<file path="config.mk">
export PLATFORM = sky130hd
export DESIGN_NAME = id_ex_stage
export DESIGN_NICKNAME = d
export VERILOG_FILES = /design/src/rtl/id_ex_stage.sv
export SDC_FILE = /design/constraint.sdc
export NUM_CORES = 1
export LEC_CHECK = 0
export ABC_AREA = 1
export BUFFER_PORTS_ARGS = -buffer_cell sky130_fd_sc_hd__buf_2
export CORE_AREA = 2 2 143 145
export CTS_CLUSTER_SIZE = 14
export DETAILED_ROUTE_END_ITERATION = 8
export DIE_AREA = 0 0 145 147
export GPL_TIMING_DRIVEN = 0
export MAX_ROUTING_LAYER = met4
export PLACE_DENSITY_LB_ADDON = 0.12
export SYNTH_ARGS = -nofsm -noshare
export SYNTH_HDL_FRONTEND = slang
export SYNTH_SLANG_ARGS = --single-unit
</file>
<file path="constraint.sdc">
create_clock -name clk -period 2.88 [get_ports clk]
set_input_delay 0.432 -clock clk [delete_from_list [all_inputs] [get_ports clk]]
set_output_delay 0.432 -clock clk [all_outputs]
set_load 0.01 [all_outputs]
</file>
<file path="src/rtl/id_ex_stage.sv">
// id_ex_stage: ID/EX pipeline register of the five-stage RISC-V core.
// Captures decoded operands/control from decode and feeds the ALU. Resolves
// operands from EX/MEM and MEM/WB and detects hazards needing a bubble.
//
// Build option: ID_EX_FORWARDING_EN
//   defined   - EX/MEM and MEM/WB forwarding muxes; stall on load-use only.
//   undefined - operands straight from the pipeline register; stall on any
//               RAW hazard against an in-flight writer.
//
// Ports:
//   clk, reset_n          clock, asynchronous active-low reset
//   id_*                  decoded instruction from the decode stage
//   stall_in, flush       downstream hold / kill the instruction entering EX
//   exm_*, wb_*           EX/MEM and MEM/WB writeback info (forwarding/hazards)
//   in1, in2              ALU operands
//   id_ex_enable          EX slot valid (ALU enable)
//   id_ex_alu_control     registered ALU opcode
//   ex_*                  registered control/PC and forwarded store data
//   load_use_stall        asks decode/fetch to hold this cycle
module id_ex_stage #(
  parameter int unsigned XLEN = 32
) (
  input  logic            clk,
  input  logic            reset_n,
  input  logic            id_valid,
  input  logic [XLEN-1:0] id_pc,
  input  logic [XLEN-1:0] id_rs1_data,
  input  logic [XLEN-1:0] id_rs2_data,
  input  logic [XLEN-1:0] id_imm,
  input  logic [4:0]      id_rs1,
  input  logic [4:0]      id_rs2,
  input  logic [4:0]      id_rd,
  input  logic            id_alu_src,
  input  logic [3:0]      id_alu_control,
  input  logic            id_reg_write,
  input  logic            id_mem_read,
  input  logic            id_mem_write,
  input  logic            stall_in,
  input  logic            flush,
  input  logic [4:0]      exm_rd,
  input  logic            exm_reg_write,
  input  logic [XLEN-1:0] exm_result,
  input  logic [4:0]      wb_rd,
  input  logic            wb_reg_write,
  input  logic [XLEN-1:0] wb_data,
  output logic [XLEN-1:0] in1,
  output logic [XLEN-1:0] in2,
  output logic            id_ex_enable,
  output logic [3:0]      id_ex_alu_control,
  output logic [4:0]      ex_rd,
  output logic            ex_reg_write,
  output logic            ex_mem_read,
  output logic            ex_mem_write,
  output logic [XLEN-1:0] ex_pc,
  output logic [XLEN-1:0] ex_store_data,
  output logic            load_use_stall
);

  logic            valid_q;
  logic [XLEN-1:0] pc_q;
  logic [XLEN-1:0] rs1_data_q;
  logic [XLEN-1:0] rs2_data_q;
  logic [XLEN-1:0] imm_q;
  logic [4:0]      rs1_q;
  logic [4:0]      rs2_q;
  logic [4:0]      rd_q;
  logic            alu_src_q;
  logic [3:0]      alu_control_q;
  logic            reg_write_q;
  logic            mem_read_q;
  logic            mem_write_q;

  logic [XLEN-1:0] fwd_rs1;
  logic [XLEN-1:0] fwd_rs2;

`ifdef ID_EX_FORWARDING_EN
  // EX/MEM is younger than MEM/WB, so it wins; x0 is never forwarded.
  always_comb begin
    fwd_rs1 = rs1_data_q;
    if (exm_reg_write && (exm_rd != '0) && (exm_rd == rs1_q))
      fwd_rs1 = exm_result;
    else if (wb_reg_write && (wb_rd != '0) && (wb_rd == rs1_q))
      fwd_rs1 = wb_data;

    fwd_rs2 = rs2_data_q;
    if (exm_reg_write && (exm_rd != '0) && (exm_rd == rs2_q))
      fwd_rs2 = exm_result;
    else if (wb_reg_write && (wb_rd != '0) && (wb_rd == rs2_q))
      fwd_rs2 = wb_data;
  end

  // Only a load in EX cannot be forwarded in time.
  assign load_use_stall = id_valid && valid_q && mem_read_q && (rd_q != '0) &&
                          ((rd_q == id_rs1) || (rd_q == id_rs2));
`else
  logic raw_rs1;
  logic raw_rs2;
  logic unused_fwd;

  assign fwd_rs1 = rs1_data_q;
  assign fwd_rs2 = rs2_data_q;

  // Without forwarding, any pending writer of a source register must drain
  // into the register file (written first half) before decode proceeds.
  always_comb begin
    raw_rs1 = (id_rs1 != '0) &&
              ((valid_q && reg_write_q && (rd_q == id_rs1)) ||
               (exm_reg_write && (exm_rd == id_rs1)) ||
               (wb_reg_write && (wb_rd == id_rs1)));
    raw_rs2 = (id_rs2 != '0) &&
              ((valid_q && reg_write_q && (rd_q == id_rs2)) ||
               (exm_reg_write && (exm_rd == id_rs2)) ||
               (wb_reg_write && (wb_rd == id_rs2)));
  end

  assign load_use_stall = id_valid && (raw_rs1 || raw_rs2);
  assign unused_fwd     = ^{exm_result, wb_data, rs1_q, rs2_q};
`endif

  // Priority flush > stall_in > load_use_stall > capture. A bubble only
  // clears valid and the side-effecting controls; data fields are left as-is.
  always_ff @(posedge clk or negedge reset_n) begin
    if (!reset_n) begin
      valid_q       <= 1'b0;
      pc_q          <= '0;
      rs1_data_q    <= '0;
      rs2_data_q    <= '0;
      imm_q         <= '0;
      rs1_q         <= '0;
      rs2_q         <= '0;
      rd_q          <= '0;
      alu_src_q     <= 1'b0;
      alu_control_q <= '0;
      reg_write_q   <= 1'b0;
      mem_read_q    <= 1'b0;
      mem_write_q   <= 1'b0;
    end else if (flush || (!stall_in && load_use_stall)) begin
      valid_q     <= 1'b0;
      reg_write_q <= 1'b0;
      mem_read_q  <= 1'b0;
      mem_write_q <= 1'b0;
    end else if (!stall_in) begin
      valid_q       <= id_valid;
      pc_q          <= id_pc;
      rs1_data_q    <= id_rs1_data;
      rs2_data_q    <= id_rs2_data;
      imm_q         <= id_imm;
      rs1_q         <= id_rs1;
      rs2_q         <= id_rs2;
      rd_q          <= id_rd;
      alu_src_q     <= id_alu_src;
      alu_control_q <= id_alu_control;
      reg_write_q   <= id_reg_write;
      mem_read_q    <= id_mem_read;
      mem_write_q   <= id_mem_write;
    end
  end

  assign in1               = fwd_rs1;
  assign in2               = alu_src_q ? imm_q : fwd_rs2;
  assign ex_store_data     = fwd_rs2;
  assign id_ex_enable      = valid_q;
  assign id_ex_alu_control = alu_control_q;
  assign ex_rd             = rd_q;
  assign ex_reg_write      = reg_write_q;
  assign ex_mem_read       = mem_read_q;
  assign ex_mem_write      = mem_write_q;
  assign ex_pc             = pc_q;

endmodule

</file>
== Word level (Yosys, flattened, before mapping) ==
Index checks and enable logic that the tools add are counted.
Storage, ports and cells
  logic and storage cells: 50
  output and inout port bits: 142
  register bits: 142
Operators by class
  mux-type cells: 9
  reduce and logical (&&, ||, !) cells: 21
  equality and inequality tests: 7
  bitwise logic cells: 2
Operator list (count)
  32-bit two-way mux: 1
  5-bit equality test: 6
  1-bit logical AND: 11
  5-bit nonzero test: 2
  1-bit two-way mux: 8
  1-bit logical OR: 6
  2-bit by 1-bit inequality test with 1-bit output (second input constant): 1
  1-bit inverter: 2
  2-bit AND reduction: 1
  1-bit zero test: 1

== Depth between registers and ports, before layout ==
  depth in word-level cells: 11
  mapped depth: 14
  depth with buffers taken out: 12

== Worst setup path after synthesis ==
No wires, ideal clock.
  path kind: in2out
  start: input id_rs1[0]
  end: output load_use_stall
  buffers on the path: 1
  arrival: 1428 ps
  required time: 2448 ps
  slack: 1020 ps
  stages: 11
  path through: inv_1 > nand2_1 > nand2_1 > nor2_1 > nand3_1 > nand3_1 > nand2_1 > nand2_1 > nand2_2 > clkbuf_1 > inv_1
Between the ends
  word-level cells in the longest chain between the ends: 7
  elaborated cells on any way between the ends: 12
  those cells by class: 3 x eq/ne; 9 x reduce/logical
Ends and longest elaborated chain
  start: declaration: line 30  | input logic [4:0] id_rs1,
  5-bit equality test (on tied branches): line 107, 108
  1-bit logical AND (on tied branches): line 107, 108
  1-bit logical OR: line 107  | ((valid_q && reg_write_q && (rd_q == id_rs1)) ||
  1-bit logical OR: line 108  | (exm_reg_write && (exm_rd == id_rs1)) ||
  1-bit logical AND *: line 106  | raw_rs1 = (id_rs1 != '0) &&
  1-bit logical OR *: line 116  | assign load_use_stall = id_valid && (raw_rs1 || raw_rs2);
  1-bit logical AND *: line 116
  end: declaration: line 56  | output logic load_use_stall
Every way passes the cells marked *; elsewhere a longest branch is shown, timed or not.

== Final worst setup path ==
  start: register alu_src_q
  end: output in2[14]
Between the ends
  word-level cells in the longest chain between the ends: 1
Ends and longest elaborated chain
  start: declaration: line 67  | logic alu_src_q;
  start signal: assignment: line 151  | alu_src_q <= id_alu_src;
  32-bit two-way mux: line 160  | assign in2 = alu_src_q ? imm_q : fwd_rs2;
  end: declaration: line 47  | output logic [XLEN-1:0] in2,
Every way passes these cells.

==> results.toml <==
[floorplanning]
fp.dieH_um = 147
rows = 52
initial_core_util_pct = 33.2
dieArea_mm2 = 0.0213
core_mm2 = 0.0198
pin_count = 374
die_x_um = 145

[drt]
first_pass_iters = 4
vias = 6499
wl_mm = 22.0
viasPerCell = 4.60
ant_nets = 0
drc = 0
wl_per_cell_um = 15.6
drt_iter0_markers = 297

[place]
gp_congestion = 0.887
port_buffers = 309
dpl.hpwl_mm = 16.5
dp.cells = 1381

[run]
cap_viol_max_count = 0

[clock_network]
cts_root_buf = "clkbuf_16"
tritoncts = "done"
clk_pin_slew_ns = 0.07
cts_max_path_buffers = 2
htreeDepth = 4
cts_sinks = 142
cts_resized = 0
post-cts-setup-buffers = 0
cts_buffers = 17
postCtsHoldBufs = 0
clk_latency_ns = 0.42

[synth]
seq_area_frac_synth_pct = 54.0
syn_nets = 1033
yosysUniqueCellTypes = 15
synth.area.top_cells = "dfrtp_1 54%, nand2_1 21%, nand3_1 12%"
synthCells = 801
yosysTopAreaCellShare_pct = 54.0
ys_ff_latch = 142
yosys_warnings = 0
syn_area_mm2 = 0.00658
yosysTopAreaCell = "dfrtp_1"
postSynthAreaPerCell_um2 = 8.22

[global_route]
grt_max_degree = 77
grt_pass1_wl_mm = 34.8
met3_usage_pct = 5.19
grt_pass1_vias = 6492
grt.busiest_layer = "met2"
met2_usage_pct = 33.7
grtUsageTotal_pct = 21.3
antenna_found_initial = 2
use_met1_pct = 27.0
grt_overflow_total = 0

[setup_path]
cp_data_arrival_time_ns = 2.10
critPathLaunch = "alu_src_q"
r2r_start = "id_ex_enable"
crit_fanout = 10
endpoint_kind = "primary output"
critPathKind = "reg2out"
cp-start-kind = "flip-flop"
cp.required_ns = 2.45

[final_layout]
ff_latch_area_mm2 = 0.00355
fin_cells = 1414
multi_input_area_mm2 = 0.00263
drive_above_1_share_pct = 35.6
area_growth_pct = 38.1
final_cell_mix = "366 x nand2_1, 317 x buf_2, 152 x nand3_1, 142 x dfrtp_1, 32 x mux2_2"
nFillCells = 2090
final_common_cell = "nand2_1"
nets = 1361

[timing]
fmax_mhz = 395
grt_setup_unrepaired = "no"
slew_violations = 0
clock_skew_ns = 0.0106
min_period_over_period_pct = 87.9
max_slew_margin_pct = 40.2
finalCriticalPeriod_ns = 2.53
tightest_slew_ns = 0.893
finalHoldViolations = 4
whs_ns = -0.00382
setup_tns_ns = 0
setup_violations = 0

[pwr]
max-vdd-ir-drop_uv = 400
cellPowerDensity_mw_per_mm2 = 665
p_leak_nw = 5.25

[worst_hold_path]
hp-class = "in2async"

[run_status]
status = "complete, but fails checks"
violations = "hold timing"
==> critical path, stage by stage (launching register included) <==
cell      delay (ns)
dfrtp_1         0.32
clkbuf_1        0.28
clkbuf_1        0.53
mux2_2          0.41
buf_2           0.14
==> logic make-up after synthesis <==
logic type / Yosys count / synth area share, %
AOI/OAI and AO/OA: 3 / 0.228
buffers and inverters: 76 / 6.05
DFF: 142 / 54.0
muxes: 32 / 5.48
and+or+nand+nor: 548 / 34.3
==> report_power, final <==
part / total (mW) / switching (mW) / internal (mW)
clock: 2.24 / 0.939 / 1.30
sequential: 2.47 / 0.183 / 2.28
combinational: 1.34 / 0.764 / 0.581
==> synth_stat cells <==
| cell | n |
|---|---|
| clkbuf_1 | 24 |
| buf_1 | 1 |
| nand2_1 | 366 |
| buf_2 | 9 |
| nand2_2 | 2 |
| nor2_1 | 26 |
| buf_4 | 3 |
| nor3_1 | 2 |
| buf_6 | 12 |
| dfrtp_1 | 142 |
| inv_2 | 8 |
| o21ai_0 | 3 |
| mux2_2 | 32 |
| inv_1 | 19 |
| nand3_1 | 152 |
==> path summary, 6_finish.rpt <==
path / endpoint / slack, ns / depth (start not counted)
hold / removal: in1[25] / -0.004 / 1
min in group clk: in1[23] / 0.24 / 3
setup reg to reg: ex_store_data[30] / 0.67 / 13
max in group asynchronous: imm_q[15] / 2.04 / 2
hold reg to reg: ex_pc[20] / 0.46 / 2
setup / recovery: in2[14] / 0.35 / 4
==> state kept, by name, indices dropped and copies added (netlist names) <==
| signal | count |
|---|---|
| ex_store_data | 32 |
| ex_reg_write | 1 |
| in1 | 32 |
| alu_src_q | 1 |
| id_ex_alu_control | 4 |
| imm_q | 32 |
| id_ex_enable | 1 |
| ex_pc | 32 |
| ex_rd | 5 |
| ex_mem_write | 1 |
| ex_mem_read | 1 |
==> layout make-up <==
class / instances / area share (%)
clock inverter: 13 / 1.69
tap: 270 / 3.72
buffer: 48 / 3.22
antenna: 2 / 0.0551
inverter: 27 / 1.12
clock buffer: 19 / 4.76
sequential: 142 / 39.1
multi-input combinational: 583 / 28.9
timing repair buffer: 310 / 17.4
==> per-layer routing <==
layer	routed length, µm	part of all wire (%)
met5	0	0
met2	10400	47
met3	1330	6.1
met1	9790	44
met4	510	2.3
==> metrics by stage <==
step                      utilization (%)  hold slack [ns]  power (mW)  worst slack [ns]  instance area, µm²
after floorplan                         -            0.136        3.18              1.02                6580
after global placement               42.7            0.450        3.85            -0.870                8470
after detailed placement             42.8            0.453        3.87             0.172                8500
after CTS                            45.8           0.0342        6.11            0.0818                9090
after global routing                 45.8           0.0343        6.38             0.185                9090
final                                45.8         -0.00382        6.05             0.350                9090
Power figures use the tool's default switching activity.
